## src/rtl/keypad_pkg.sv

```systemverilog
// Shared types and constants for the matrix keypad scanner.
package keypad_pkg;

  localparam logic [3:0] KEY_ALARM = 4'd10;
  localparam logic [3:0] KEY_TIME  = 4'd11;

  typedef enum logic [1:0] {
    ST_IDLE,
    ST_DEB_PRESS,
    ST_PRESSED,
    ST_DEB_RELEASE
  } state_e;

  typedef enum logic [1:0] {
    FR_NONE,
    FR_SINGLE,
    FR_MULTI
  } frame_e;

  // Key codes indexed by {row[1:0], col[1:0]}; col 3 does not exist on the pad.
  localparam logic [3:0] KEY_MAP [16] = '{
    4'd1,  4'd2, 4'd3,  4'd0,   // row 0
    4'd4,  4'd5, 4'd6,  4'd0,   // row 1
    4'd7,  4'd8, 4'd9,  4'd0,   // row 2
    4'd10, 4'd0, 4'd11, 4'd0    // row 3: alarm, 0, time
  };

  // Frame counters stop at their maximum rather than wrapping.
  function automatic logic [3:0] sat_inc4(input logic [3:0] v);
    return (v == 4'hF) ? v : v + 4'd1;
  endfunction

endpackage

```

## src/rtl/keypad_scanner_if.sv

```systemverilog
// Keypad matrix lines plus the encoded key outputs toward the control FSM.
interface keypad_scanner_if;
  logic [2:0] col;
  logic [3:0] row_n;
  logic [3:0] key;
  logic       key_valid;
  logic       key_strobe;
  logic       alarm_button;
  logic       time_button;

  // The scanner: reads columns, drives rows and the key outputs.
  modport master (
    input  col,
    output row_n, key, key_valid, key_strobe, alarm_button, time_button
  );

  // The environment: keypad matrix and key consumer.
  modport slave (
    output col,
    input  row_n, key, key_valid, key_strobe, alarm_button, time_button
  );
endinterface

```

## src/rtl/keypad_col_sync.sv

```systemverilog
// Two-flop synchroniser for the asynchronous, active-low column returns.
module keypad_col_sync (
  input  logic       clk,
  input  logic       reset,
  input  logic [2:0] col_async,
  output logic [2:0] col_sync
);

  logic [2:0] meta_q, meta_d;
  logic [2:0] sync_q, sync_d;

  // Shift the raw columns through the two synchroniser stages.
  always_comb begin
    meta_d = col_async;
    sync_d = meta_q;
  end

  // Synchroniser registers; idle (all released) level is 3'b111.
  // NOTE: non-blocking assignments so both stages sample pre-edge values.
  always_ff @(posedge clk or posedge reset) begin
    if (reset) begin
      meta_q <= 3'b111;
      sync_q <= 3'b111;
    end else begin
      meta_q <= meta_d;
      sync_q <= sync_d;
    end
  end

  assign col_sync = sync_q;

endmodule

```

## src/rtl/keypad_scanner.sv

```systemverilog
// 4x3 keypad scanner: row scan, per-frame classification, debounce FSM and
// key encoding with held valid level, one-cycle strobe and function-key levels.
module keypad_scanner
  import keypad_pkg::*;
#(
  parameter int SCAN_DIV = 250,
  parameter int DEBOUNCE = 3
) (
  input logic               clk,
  input logic               reset,
  keypad_scanner_if.master  kp
);

  localparam int DIV_W = (SCAN_DIV > 1) ? $clog2(SCAN_DIV) : 1;
  localparam logic [DIV_W-1:0] DIV_LAST = DIV_W'(SCAN_DIV - 1);
  localparam logic [3:0]       DEB_N    = 4'(DEBOUNCE);
  localparam bit               DEB_ONE  = (DEBOUNCE <= 1);

  logic [2:0] col_sync;

  keypad_col_sync u_col_sync (
    .clk       (clk),
    .reset     (reset),
    .col_async (kp.col),
    .col_sync  (col_sync)
  );

  logic [DIV_W-1:0] div_q, div_d;
  logic [1:0]       row_q, row_d;
  logic [3:0][2:0]  hits_q, hits_d;     // active-high hits per row, this frame
  logic             sample, frame_end;

  logic [3:0][2:0]  frame_hits;
  logic [3:0]       hit_cnt;
  logic [3:0]       hit_code;
  frame_e           frame_res;

  state_e           state_q, state_d;
  logic [3:0]       cand_q, cand_d;
  logic [3:0]       cnt_q, cnt_d;
  logic [3:0]       key_q, key_d;
  logic             valid_q, valid_d;
  logic             strobe_q, strobe_d;
  logic             alarm_q, alarm_d;
  logic             time_q, time_d;

  logic             accept;
  logic             release_key;
  logic [3:0]       accept_code;

  // Row timing: hold each row for SCAN_DIV cycles, sample on its last cycle.
  // NOTE: every always_comb output gets a default first, so no path infers a latch.
  always_comb begin
    sample    = (div_q == DIV_LAST);
    frame_end = sample && (row_q == 2'd3);
    div_d     = sample ? '0 : div_q + 1'b1;
    row_d     = sample ? row_q + 2'd1 : row_q;
    hits_d    = hits_q;
    if (sample) hits_d[row_q] = ~col_sync;
  end

  // Classify the frame; row 3 comes straight from this cycle's sample.
  always_comb begin
    frame_hits    = hits_q;
    frame_hits[3] = ~col_sync;
    hit_cnt       = '0;
    hit_code      = '0;
    for (int r = 0; r < 4; r++) begin
      for (int c = 0; c < 3; c++) begin
        if (frame_hits[r][c]) begin
          hit_cnt  = hit_cnt + 4'd1;
          hit_code = KEY_MAP[4'(r * 4 + c)];
        end
      end
    end
    case (hit_cnt)
      4'd0:    frame_res = FR_NONE;
      4'd1:    frame_res = FR_SINGLE;
      default: frame_res = FR_MULTI;
    endcase
  end

  // Debounce FSM, advanced once per frame end; MULTI behaves like NONE.
  always_comb begin
    state_d     = state_q;
    cand_d      = cand_q;
    cnt_d       = cnt_q;
    accept      = 1'b0;
    release_key = 1'b0;
    accept_code = cand_q;

    if (frame_end) begin
      unique case (state_q)
        ST_IDLE: begin
          if (frame_res == FR_SINGLE) begin
            cand_d = hit_code;
            if (DEB_ONE) begin
              accept      = 1'b1;
              accept_code = hit_code;
            end else begin
              state_d = ST_DEB_PRESS;
              cnt_d   = 4'd1;
            end
          end
        end
        ST_DEB_PRESS: begin
          if (frame_res == FR_SINGLE && hit_code == cand_q) begin
            if (sat_inc4(cnt_q) >= DEB_N) accept = 1'b1;
            else cnt_d = sat_inc4(cnt_q);
          end else if (frame_res == FR_SINGLE) begin
            cand_d = hit_code;
            cnt_d  = 4'd1;
          end else begin
            state_d = ST_IDLE;
            cnt_d   = '0;
          end
        end
        ST_PRESSED: begin
          if (frame_res != FR_SINGLE) begin
            if (DEB_ONE) begin
              release_key = 1'b1;
            end else begin
              state_d = ST_DEB_RELEASE;
              cnt_d   = 4'd1;
            end
          end
        end
        ST_DEB_RELEASE: begin
          if (frame_res == FR_SINGLE) begin
            state_d = ST_PRESSED;
            cnt_d   = '0;
          end else if (sat_inc4(cnt_q) >= DEB_N) begin
            release_key = 1'b1;
          end else begin
            cnt_d = sat_inc4(cnt_q);
          end
        end
        default: state_d = ST_IDLE;
      endcase

      if (accept) begin
        state_d = ST_PRESSED;
        cnt_d   = '0;
      end
      if (release_key) begin
        state_d = ST_IDLE;
        cnt_d   = '0;
      end
    end
  end

  // Output levels: load on acceptance, drop on release, strobe for one cycle.
  always_comb begin
    key_d    = key_q;
    valid_d  = valid_q;
    strobe_d = 1'b0;
    alarm_d  = alarm_q;
    time_d   = time_q;
    if (accept) begin
      key_d    = accept_code;
      valid_d  = 1'b1;
      strobe_d = 1'b1;
      alarm_d  = (accept_code == KEY_ALARM);
      time_d   = (accept_code == KEY_TIME);
    end else if (release_key) begin
      valid_d  = 1'b0;
      alarm_d  = 1'b0;
      time_d   = 1'b0;
    end
  end

  // State registers; reset returns the scan, FSM and outputs to idle.
  always_ff @(posedge clk or posedge reset) begin
    if (reset) begin
      div_q    <= '0;
      row_q    <= '0;
      hits_q   <= '0;
      state_q  <= ST_IDLE;
      cand_q   <= '0;
      cnt_q    <= '0;
      key_q    <= '0;
      valid_q  <= 1'b0;
      strobe_q <= 1'b0;
      alarm_q  <= 1'b0;
      time_q   <= 1'b0;
    end else begin
      div_q    <= div_d;
      row_q    <= row_d;
      hits_q   <= hits_d;
      state_q  <= state_d;
      cand_q   <= cand_d;
      cnt_q    <= cnt_d;
      key_q    <= key_d;
      valid_q  <= valid_d;
      strobe_q <= strobe_d;
      alarm_q  <= alarm_d;
      time_q   <= time_d;
    end
  end

  assign kp.row_n        = ~(4'b0001 << row_q);
  assign kp.key          = key_q;
  assign kp.key_valid    = valid_q;
  assign kp.key_strobe   = strobe_q;
  assign kp.alarm_button = alarm_q;
  assign kp.time_button  = time_q;

endmodule

```

## src/flat_wrapper.sv

```systemverilog
// flat-port wrapper written by rule: the top's interface ports become plain ports
module keypad_scanner_flat import keypad_pkg::*;
#(
  parameter int SCAN_DIV = 250,
  parameter int DEBOUNCE = 3
)
  (clk, reset, kp_col, kp_row_n, kp_key, kp_key_valid, kp_key_strobe, kp_alarm_button, kp_time_button);
  keypad_scanner_if kp_i ();
  input logic clk;
  input logic reset;
  input wire logic [$bits(kp_i.col)-1:0] kp_col;
  output wire logic [$bits(kp_i.row_n)-1:0] kp_row_n;
  output wire logic [$bits(kp_i.key)-1:0] kp_key;
  output wire logic [$bits(kp_i.key_valid)-1:0] kp_key_valid;
  output wire logic [$bits(kp_i.key_strobe)-1:0] kp_key_strobe;
  output wire logic [$bits(kp_i.alarm_button)-1:0] kp_alarm_button;
  output wire logic [$bits(kp_i.time_button)-1:0] kp_time_button;
  assign kp_i.col = kp_col;
  assign kp_row_n = kp_i.row_n;
  assign kp_key = kp_i.key;
  assign kp_key_valid = kp_i.key_valid;
  assign kp_key_strobe = kp_i.key_strobe;
  assign kp_alarm_button = kp_i.alarm_button;
  assign kp_time_button = kp_i.time_button;
  keypad_scanner #(.SCAN_DIV(SCAN_DIV), .DEBOUNCE(DEBOUNCE)) u_core (.clk(clk), .reset(reset), .kp(kp_i));
endmodule
```

## config.mk

```make
export PLATFORM = sky130hd
export DESIGN_NAME = keypad_scanner_flat
export DESIGN_NICKNAME = d
export VERILOG_FILES = /design/src/rtl/keypad_pkg.sv /design/src/rtl/keypad_scanner_if.sv /design/src/rtl/keypad_col_sync.sv /design/src/rtl/keypad_scanner.sv /design/src/flat_wrapper.sv
export SDC_FILE = /design/constraint.sdc
export NUM_CORES = 1
export LEC_CHECK = 0
export BUFFER_PORTS_ARGS = -buffer_cell sky130_fd_sc_hd__buf_2
export CAP_MARGIN = 15
export CORE_ASPECT_RATIO = 1.5
export CORE_MARGIN = 4
export CORE_UTILIZATION = 30
export CTS_CLUSTER_SIZE = 10
export DETAILED_ROUTE_END_ITERATION = 16
export SLEW_MARGIN = 10
export SYNTH_ARGS = -nofsm -noshare
export SYNTH_HDL_FRONTEND = slang
export SYNTH_SLANG_ARGS = --single-unit
```

## constraint.sdc

```tcl
create_clock -name clk -period 6.79 [get_ports clk]
set_input_delay 0.679 -clock clk [delete_from_list [all_inputs] [get_ports clk]]
set_output_delay 0.679 -clock clk [all_outputs]
set_load 0.005 [all_outputs]
```

==> summary.md, run 1 <==
| Metric | Value |
|---|---|
| Clock sink count | `39` |
| Fin crit share | `1.04` |
| Final WL | `6990 µm` |
| Reg2reg start | `u_core.frame_hits[1]` |
| Synth top area cells | `dfrtp_1 29%, ha_1 8.3%, dfstp_2 5.5%, xnor2_1 5.5%, nand2_1 4.5%` |
| Maximum Capacitance Violations | `0` |
| DR iter-0 viols | `75` |
| Total grt overflow | `0` |
| Flops & latches, synth | `39` |
| Vias in the first global route | `2419` |
| Final worst slack | `-300 ps` |
| Synthesized area | `2860 µm²` |
| Crit path arrival time | `7250 ps` |
| Setup crit end kind | `register` |
| CTS Root Cell | `clkbuf_16` |
| Worst EP required | `6950 ps` |
| Power per cell area | `146 nW/µm²` |
| Std cell rows | `43` |
| Minimum clock period | `7090 ps` |
| Worst setup path class | `register to register` |
| Worst-Skew Late Latency | `280 ps` |
| Chip width | `87.8 µm` |
| Starting density of the core | `0.308` |
| Unique masters post-synth | `63` |
| Hold Path Depth | `0` |
| I/O pins | `17` |
| Clock skew | `4.54 ps` |
| Worst slew margin | `0.371` |
| Fin util | `0.419` |
| Pre-Repair DR Iteration Count | `4` |
| NumNets Final | `394` |
| Worst Tran Pin Value | `942 ps` |
| Startpoint type of the worst setup path | `register` |
| Post-synth top area share | `0.288` |
| Worst r2r path cells | `38` |
| RSZ-0062 raised after global routing | `yes` |
| Final setup TNS | `-2450 ps` |
| Setup violators final | `13` |
| Post-layout total power | `0.568 mW` |
| # DRC | `0` |
| Worst min path class | `register to register` |
| RR Endpoint | `u_core.kp.key[1]` |
| Failing checks | `negative setup slack` |
| Status | `finished, violations left` |
| Die ar. | `11200 µm²` |
| Vias per cell | `4.99` |
| Pleak | `1.73 nW` |
| CTS H-Tree Depth | `2` |
| Via Count | `2409` |
| Synth area leader | `dfrtp_1` |
| R2R Setup Slk | `-300 ps` |
| Seq/Total Area, Yosys | `0.344` |
| Ys Warns | `0` |
| Post-synthesis async set-or-reset flop share | `1.00` |
| Gpl congestion | `0.777` |
| CP max FO | `4` |
| WHS Endpoint | `u_core.u_col_sync.col_sync[2]` |
| Hold WS | `356 ps` |
| FILL cells | `868` |
| Area grow syn2layout | `36.3%` |
| EDFF count, synth | `0` |
| GR Util All Layers | `0.123` |
| Hold Buf Count CTS | `0` |
| Wire length per cell | `14.5 µm` |
| Diode count | `0` |
| Crit-path max cell delay | `400 ps` |
| CP max stage cell | `or3_4` |
| Clock Path Buffers | `2` |
| Die height | `128 µm` |
| Core area | `9310 µm²` |
| Share of layout cells above drive strength 1 | `0.364` |
| Clock transition at path regs | `60 ps` |
| DP HPWL | `4740 µm` |
| Final Slew Violations | `0` |
| Top_reg_cell synth | `dfrtp_1` |
| Gate Count Post-Synth | `307` |
| Remaining antenna violation count | `0` |
| Startpoint of the worst hold path | `u_core.u_col_sync.meta_q[2]` |
| Fmax | `0.141 GHz` |
| Global-route wire length before repair | `11100 µm` |
| Final hold violation count | `0` |
| CTS tree | `yes` |
| Port buffer count | `13` |
| Num CTS Buffers | `5` |
| Largest net degree at the start of global routing | `40` |
| VDD IR-drop max | `0.157 mV` |
| Avg Cell Area, Syn | `9.32 µm²` |
| Initial antenna violation count | `0` |
-- cell usage after synthesis (3+ instances only) --
library cell / instances
nand4_1: 3
nor2_1: 22
buf_4: 4
xnor2_2: 3
ha_1: 19
nor4_1: 6
inv_1: 25
dfrtp_1: 33
a21oi_1: 10
o21ai_0: 23
and2_1: 7
xnor3_1: 3
nand2_1: 34
dfstp_2: 6
nor3_1: 7
nor2b_1: 5
xor2_1: 7
clkbuf_1: 4
buf_2: 3
nand3_1: 8
nand2b_1: 3
xnor2_1: 18
mux2_2: 5
-- sequential cells by signal (all words and copies together), names as in the netlist --
name and count:
u_core.kp.key_valid 1, u_core.kp.key 3, u_core.state_q 2, u_core.row_q 2, u_core.kp.key_strobe 1, u_core.accept_code 3, u_core.cnt_q 4, u_core.u_col_sync.col_sync 3
u_core.u_col_sync.meta_q 3, u_core.div_q 8, u_core.frame_hits 9
-- worst max-delay path, delay by kind of cell (launching register included) --
| kind | cells | cell delay [ps] |
|---|---|---|
| AO/OA/AOI/OAI | 6 | 560 |
| XOR/XNOR | 1 | 180 |
| adder cells (fa/ha/maj) | 10 | 2810 |
| buffers and inverters | 7 | 720 |
| flip-flops | 1 | 380 |
| multiplexers | 2 | 590 |
| AND/OR/NAND/NOR | 12 | 1710 |
-- area by class of cell --
class                           instances  area [µm²]  area share
Multi-Input combinational cell        231        1990       0.511
Sequential cell                        39         983       0.252
Timing Repair Buffer                   67         497       0.127
Tap cell                              112         140      0.0359
Clock buffer                            6         129      0.0330
Inverter                               26         100      0.0256
Clock inverter                          2        60.1      0.0154
-- where the power goes --
part	internal, mW	leakage, nW	switching [mW]
combinational	0.0132	1.13	0.0160
clock	0.211	0.0911	0.0900
sequential	0.236	0.510	0.00256
total	0.460	1.73	0.109
-- metrics by stage --
stage	std cells	setup WS (ps)	instance area [µm²]
after floorplan	309	-138	2980
after global placement	449	-120	3320
after detailed placement	449	-311	3320
after CTS	476	-201	3700
after global routing	483	-567	3900
final	483	-300	3900
-- cells in the final DEF (no fill, tap or decap), types with 4 or more instances in the layout --
| cell | instances |
|---|---|
| buf_4 | 47 |
| dfrtp_1 | 33 |
| nand2_1 | 32 |
| inv_1 | 22 |
| o21ai_0 | 20 |
| xnor2_1 | 17 |
| nor2_1 | 17 |
| ha_1 | 14 |
| buf_2 | 13 |
| a21oi_1 | 9 |
| nor3_1 | 7 |
| nand3_1 | 7 |
| buf_6 | 7 |
| xor2_1 | 6 |
| dfstp_2 | 6 |
| nor4_1 | 5 |
| ha_4 | 5 |
| clkbuf_16 | 5 |
| nor2b_1 | 4 |
| and2_1 | 4 |
| mux2_4 | 4 |
-- per-layer routing --
metal	routed length (µm)	vias to the layer above	track usage
li1	-	1176	-
met1	2780	1179	0.144
met2	3940	40	0.227
met3	129	14	0.0142
met4	143	0	0.0352
met5	0	-	0
-- worst max path at each step --
stage | start | to | slack, ps
final | u_core.frame_hits[1] | u_core.kp.key[1] | -300
after global routing | u_core.frame_hits[1] | u_core.cnt_q[1] | -570
after CTS | u_core.frame_hits[0] | u_core.cnt_q[1] | -200
after detailed placement | u_core.frame_hits[1] | u_core.cnt_q[1] | -310
after global placement | u_core.frame_hits[1] | u_core.cnt_q[1] | -120
after floorplan | u_core.frame_hits[0] | u_core.cnt_q[1] | -140
-- repair_timing --
action	CTS	global route
gates resized for setup	12	33
setup endpoints to repair	10	14
setup buffers	19	9
cloned	0	0
pin swaps	20	25
-- kinds of logic after synthesis --
group           synth area share
compound gates             0.141
xor+xnor                   0.155
fa+ha+maj                 0.0830
buf+inv                   0.0607
flops                      0.344
mux                       0.0271
other cells              0.00131
simple gates               0.188
(Power assumes the default switching activity.)
==> inputs of run 2 (changes only) <==
Settings changed: CORE_UTILIZATION 30 to 35, GPL_TIMING_DRIVEN set to 0, PLACE_DENSITY set to 0.55.
==> summary.md, run 2 (same netlist as run 1, synthesis figures left out) <==
| Metric | Value |
|---|---|
| Worst Tran Pin Value | `945 ps` |
| Gr busiest metal | `met2` |
| Core area | `8010 µm²` |
| CTS Root Cell | `clkbuf_16` |
| Std cell rows | `40` |
| Wire length per cell | `13.2 µm` |
| Largest net degree at the start of global routing | `40` |
| Worst Setup SP | `u_core.frame_hits[0]` |
| CP max stage cell | `or4b_4` |
| Port buffer count | `13` |
| Initial antenna violation count | `0` |
| Buf+Inv Stages, Crit Path | `4` |
| Pre-Repair DR Iteration Count | `4` |
| Num CTS Buffers | `5` |
| Clock Path Buffers | `2` |
| CP top delay family | `adder cells` |
| CTS H-Tree Depth | `2` |
| Maximum Capacitance Violations | `0` |
| Failing checks | `negative setup slack` |
| Crit-path max cell delay | `510 ps` |
| Final worst slack | `-198 ps` |
| Worst r2r path cells | `36` |
| Die ar. | `9720 µm²` |
| # DRC | `0` |
| Critical Path End | `u_core.cnt_q[1]` |
| Total grt overflow | `0` |
| Clock transition at path regs | `60 ps` |
| Chip width | `81.8 µm` |
| RSZ-0062 raised after global routing | `yes` |
| Startpoint of the worst hold path | `u_core.u_col_sync.meta_q[2]` |
| Cells after DPL | `427` |
| Worst-Skew Late Latency | `280 ps` |
| Worst setup path class | `register to register` |
| Dpl ws | `-719 ps` |
| Remaining antenna violation count | `0` |
| Final WL | `6010 µm` |
| Final hold violation count | `0` |
| GR Util met3 | `0.0236` |
| Setup violators final | `7` |
| Worst EP required | `6950 ps` |
| Reg2reg start | `u_core.frame_hits[0]` |
| GR Util All Layers | `0.133` |
| NumNets Final | `375` |
| Gpl congestion | `0.791` |
| Share of layout cells above drive strength 1 | `0.313` |
| Commonest cells after routing, fill and taps aside | `33 x dfrtp_1, 32 x nand2_1, 23 x buf_4, 21 x inv_1, 20 x o21ai_0` |
| Hold Buf Count CTS | `0` |
| RR Endpoint | `u_core.cnt_q[1]` |
| Diode count | `0` |
| Commonest non-fill, non-tap cell in the layout | `dfrtp_1` |
| Power per cell area | `146 nW/µm²` |
| Final Slew Violations | `0` |
| Die height | `119 µm` |
| Crit path arrival time | `7150 ps` |
| Fin crit share | `1.03` |
| Stages on the worst setup path | `36` |
| CP max FO | `4` |
| GR Util met2 | `0.235` |
| Global-route wire length before repair | `10400 µm` |
| Area grow syn2layout | `28.5%` |
| R2R Setup Slk | `-200 ps` |
| Via Count | `2285` |
| Fmax | `0.143 GHz` |
| Minimum clock period | `6990 ps` |
| Setup crit end kind | `register` |
| Pleak | `1.60 nW` |
| Max reg flops | `9` |
| Worst min path class | `register to register` |
| I/O pins | `17` |
| Final cell count without fillers | `457` |
| Worst slew margin | `0.368` |
| VDD IR-drop max | `0.199 mV` |
| Starting density of the core | `0.358` |
| Final setup TNS | `-1060 ps` |
| Status | `finished, violations left` |
| Clock sink count | `39` |
| Vias per cell | `5.00` |
| GRT met1 Usage | `0.158` |
| Clock skew | `7.89 ps` |
| DP HPWL | `4380 µm` |
| Startpoint type of the worst setup path | `register` |
| DR iter-0 viols | `41` |
| Vias in the first global route | `2289` |
| Fin util | `0.460` |
| CTS tree | `yes` |
[run 2: cell count changes in the layout (fill, tap and decap cells not counted), moves of 2 or more]
cell,delta
buf_6,-3
clkbuf_1,+3
buf_4,-24
o21ai_2,-2
buf_2,+3
nor2_2,-2
nor2_4,+2
[run 2: power breakdown]
group	internal [mW]	switching (mW)	total [mW]
clock network	0.175	0.0943	0.269
logic	0.0142	0.0179	0.0321
registers	0.236	0.00162	0.237
[run 2: stage by stage]
stage	hold slack (ps)	power (mW)	area [µm²]
6_report	349	0.539	3680
3_3_place_gp	347	0.263	3170
3_5_place_dp	348	0.264	3170
2_1_floorplan	345	0.257	2980
4_1_cts	354	0.543	3510
5_1_grt	350	0.559	3680
[run 2: worst register-to-register path: cells and delay by family (launching register included)]
family | cells | cell delay [ps]
buf+inv | 4 | 250
flops | 1 | 400
compound gates | 8 | 1000
fa+ha+maj | 10 | 2710
simple gates | 12 | 2040
mux | 1 | 290
xor+xnor | 1 | 180
[run 2: repair_timing]
| item | in CTS | in global routing |
|---|---|---|
| setup buffers | 15 | 7 |
| resized for setup | 15 | 24 |
| setup endpoints to repair | 14 | 14 |
| pin swaps | 17 | 19 |
[run 2: layout make-up]
cell class              instances  area [µm²]
clock buffers                   5         125
well taps                     105         131
multi-input cells             231        1970
inverters                      26         100
clock inverters                 3        47.5
fillers                       770        4330
flip-flops and latches         39         983
plain buffers                  13        76.3
repair buffers                 35         241
[run 2: how the worst min path moves through the flow]
stage                                          to  slack [ps]  cells past startpoint
finish              u_core.u_col_sync.col_sync[2]         350                      0
global route        u_core.u_col_sync.col_sync[2]         350                      0
CTS                 u_core.u_col_sync.col_sync[2]         350                      0
detailed placement  u_core.u_col_sync.col_sync[2]         350                      0
global placement    u_core.u_col_sync.col_sync[2]         350                      0
floorplan           u_core.u_col_sync.col_sync[0]         350                      0
[run 2: layer usage]
layer,share of wire,vias to the layer above
li1,-,1146
met1,0.41,1107
met2,0.55,23
met3,0.023,9
met4,0.016,0
met5,0,-
==> inputs of run 3 (changes only) <==
Settings changed: MAX_ROUTING_LAYER set to met4.
==> summary.md, run 3 (same netlist as run 1, synthesis figures left out) <==
| Metric | Value |
|---|---|
| Total grt overflow | `0` |
| Hold Buf Count CTS | `0` |
| Vias per cell | `5.00` |
| Status | `finished, violations left` |
| Sw Ratio | `0.212` |
| Register share of total power | `0.440` |
| Post-layout total power | `0.539 mW` |
| VDD IR-drop max | `0.199 mV` |
| Clock transition at path regs | `70 ps` |
| Crit path arrival time | `7160 ps` |
| Worst min path class | `register to register` |
| Gpl congestion | `0.803` |
| Worst setup path class | `register to register` |
| Maximum Capacitance Violations | `0` |
| DR iter-0 viols | `41` |
| Cells after DPL | `427` |
| Max reg flops | `9` |
| Fin crit share | `1.03` |
| Port buffer count | `13` |
| CTS H-Tree Depth | `2` |
| Setup violators final | `7` |
| I/O pins | `17` |
| Final cell count without fillers | `457` |
| Largest net degree at the start of global routing | `40` |
| Diode count | `0` |
| Die ar. | `9720 µm²` |
| NumNets Final | `375` |
| RSZ-0062 raised after global routing | `yes` |
| Startpoint type of the worst setup path | `register` |
| Switch Pwr | `0.114 mW` |
| Power per cell area | `147 nW/µm²` |
| Area grow syn2layout | `28.5%` |
| Failing checks | `negative setup slack` |
| Clock sink count | `39` |
| Via Count | `2283` |
| CP top delay family | `adder cells` |
| Initial antenna violation count | `0` |
| Clock Path Buffers | `2` |
| Final hold violation count | `0` |
| Final worst slack | `-203 ps` |
| Core area | `8010 µm²` |
| GR Util All Layers | `0.137` |
| Minimum clock period | `6990 ps` |
| Worst slew margin | `0.366` |
| Pleak | `1.60 nW` |
| Starting density of the core | `0.358` |
| CP max stage cell | `or4b_4` |
| CTS tree | `yes` |
| Commonest cells after routing, fill and taps aside | `33 x dfrtp_1, 32 x nand2_1, 23 x buf_4, 21 x inv_1, 20 x o21ai_0` |
| Die height | `119 µm` |
| Worst EP required | `6950 ps` |
| Design area | `3680 µm²` |
| Clock skew | `8.70 ps` |
| Buf+Inv Stages, Crit Path | `4` |
| CTS Root Cell | `clkbuf_16` |
| CP max FO | `4` |
| Placed cell area | `3170 µm²` |
| Num CTS Buffers | `5` |
| Vias in the first global route | `2288` |
| Chip width | `81.8 µm` |
| Pre-Repair DR Iteration Count | `4` |
| Std cell rows | `40` |
| Global-route wire length before repair | `10400 µm` |
| DP HPWL | `4380 µm` |
| Combinational share of power | `0.059` |
| Fmax | `0.143 GHz` |
| Clock power frac | `0.501` |
| Final setup TNS | `-1080 ps` |
| Remaining antenna violation count | `0` |
| Final Slew Violations | `0` |
| Wire length per cell | `13.2 µm` |
| Crit-path max cell delay | `510 ps` |
| Hold WS | `347 ps` |
| Share of layout cells above drive strength 1 | `0.313` |
| Setup crit end kind | `register` |
| Final WL | `6020 µm` |
| Worst-Skew Late Latency | `290 ps` |
| Worst Tran Pin Value | `948 ps` |
| Dpl ws | `-719 ps` |
| Commonest non-fill, non-tap cell in the layout | `dfrtp_1` |
| # DRC | `0` |
| Int Power | `0.425 mW` |
| Fin util | `0.460` |
[run 3: cell counts in the layout (fill, tap and decap cells not counted)]
Identical to the previous run, type by type.
[run 3: area by class of cell]
cell class	count	area (µm²)
clock buffers	5	125
inverters	26	100
plain buffers	13	76.3
clock inverters	3	47.5
well taps	105	131
fillers	770	4330
multi-input cells	231	1970
flip-flops and latches	39	983
repair buffers	35	241
[run 3: power groups by stage]
stage	Sequential, mW	Combinational [mW]	Clock, mW
detailed placement	0.242	0.0220	0
global placement	0.242	0.0215	0
global route	0.237	0.0353	0.287
finish	0.237	0.0320	0.270
floorplan	0.241	0.0168	0
CTS	0.237	0.0261	0.279
[run 3: path summary, 6_finish.rpt]
| check | start | end | slack (ps) | cells after the start |
|---|---|---|---|---|
| min | u_core.u_col_sync.meta_q[2] | u_core.u_col_sync.col_sync[2] | 350 | 0 |
| min in group asynchronous | reset | u_core.frame_hits[2] | 540 | 2 |
| max | u_core.frame_hits[0] | u_core.cnt_q[1] | -200 | 36 |
| max in group asynchronous | reset | u_core.cnt_q[2] | 5730 | 2 |
| min reg2reg | u_core.u_col_sync.meta_q[2] | u_core.u_col_sync.col_sync[2] | 350 | 0 |
| max reg2reg | u_core.frame_hits[0] | u_core.cnt_q[1] | -200 | 36 |
[run 3: what timing repair did]
action                                  in CTS  in global routing
gates resized for setup                     15                 24
gates cloned                                 0                  0
endpoints found under the setup margin      14                 14
buffers inserted                            15                  7
pin swaps                                   17                 19
[run 3: routing by layer]
layer	vias to the layer above	wire, µm	GRT usage
met5	-	0	-
met4	0	103	0.0457
met1	1111	2480	0.158
li1	1143	-	-
met2	20	3310	0.235
met3	9	129	0.0229
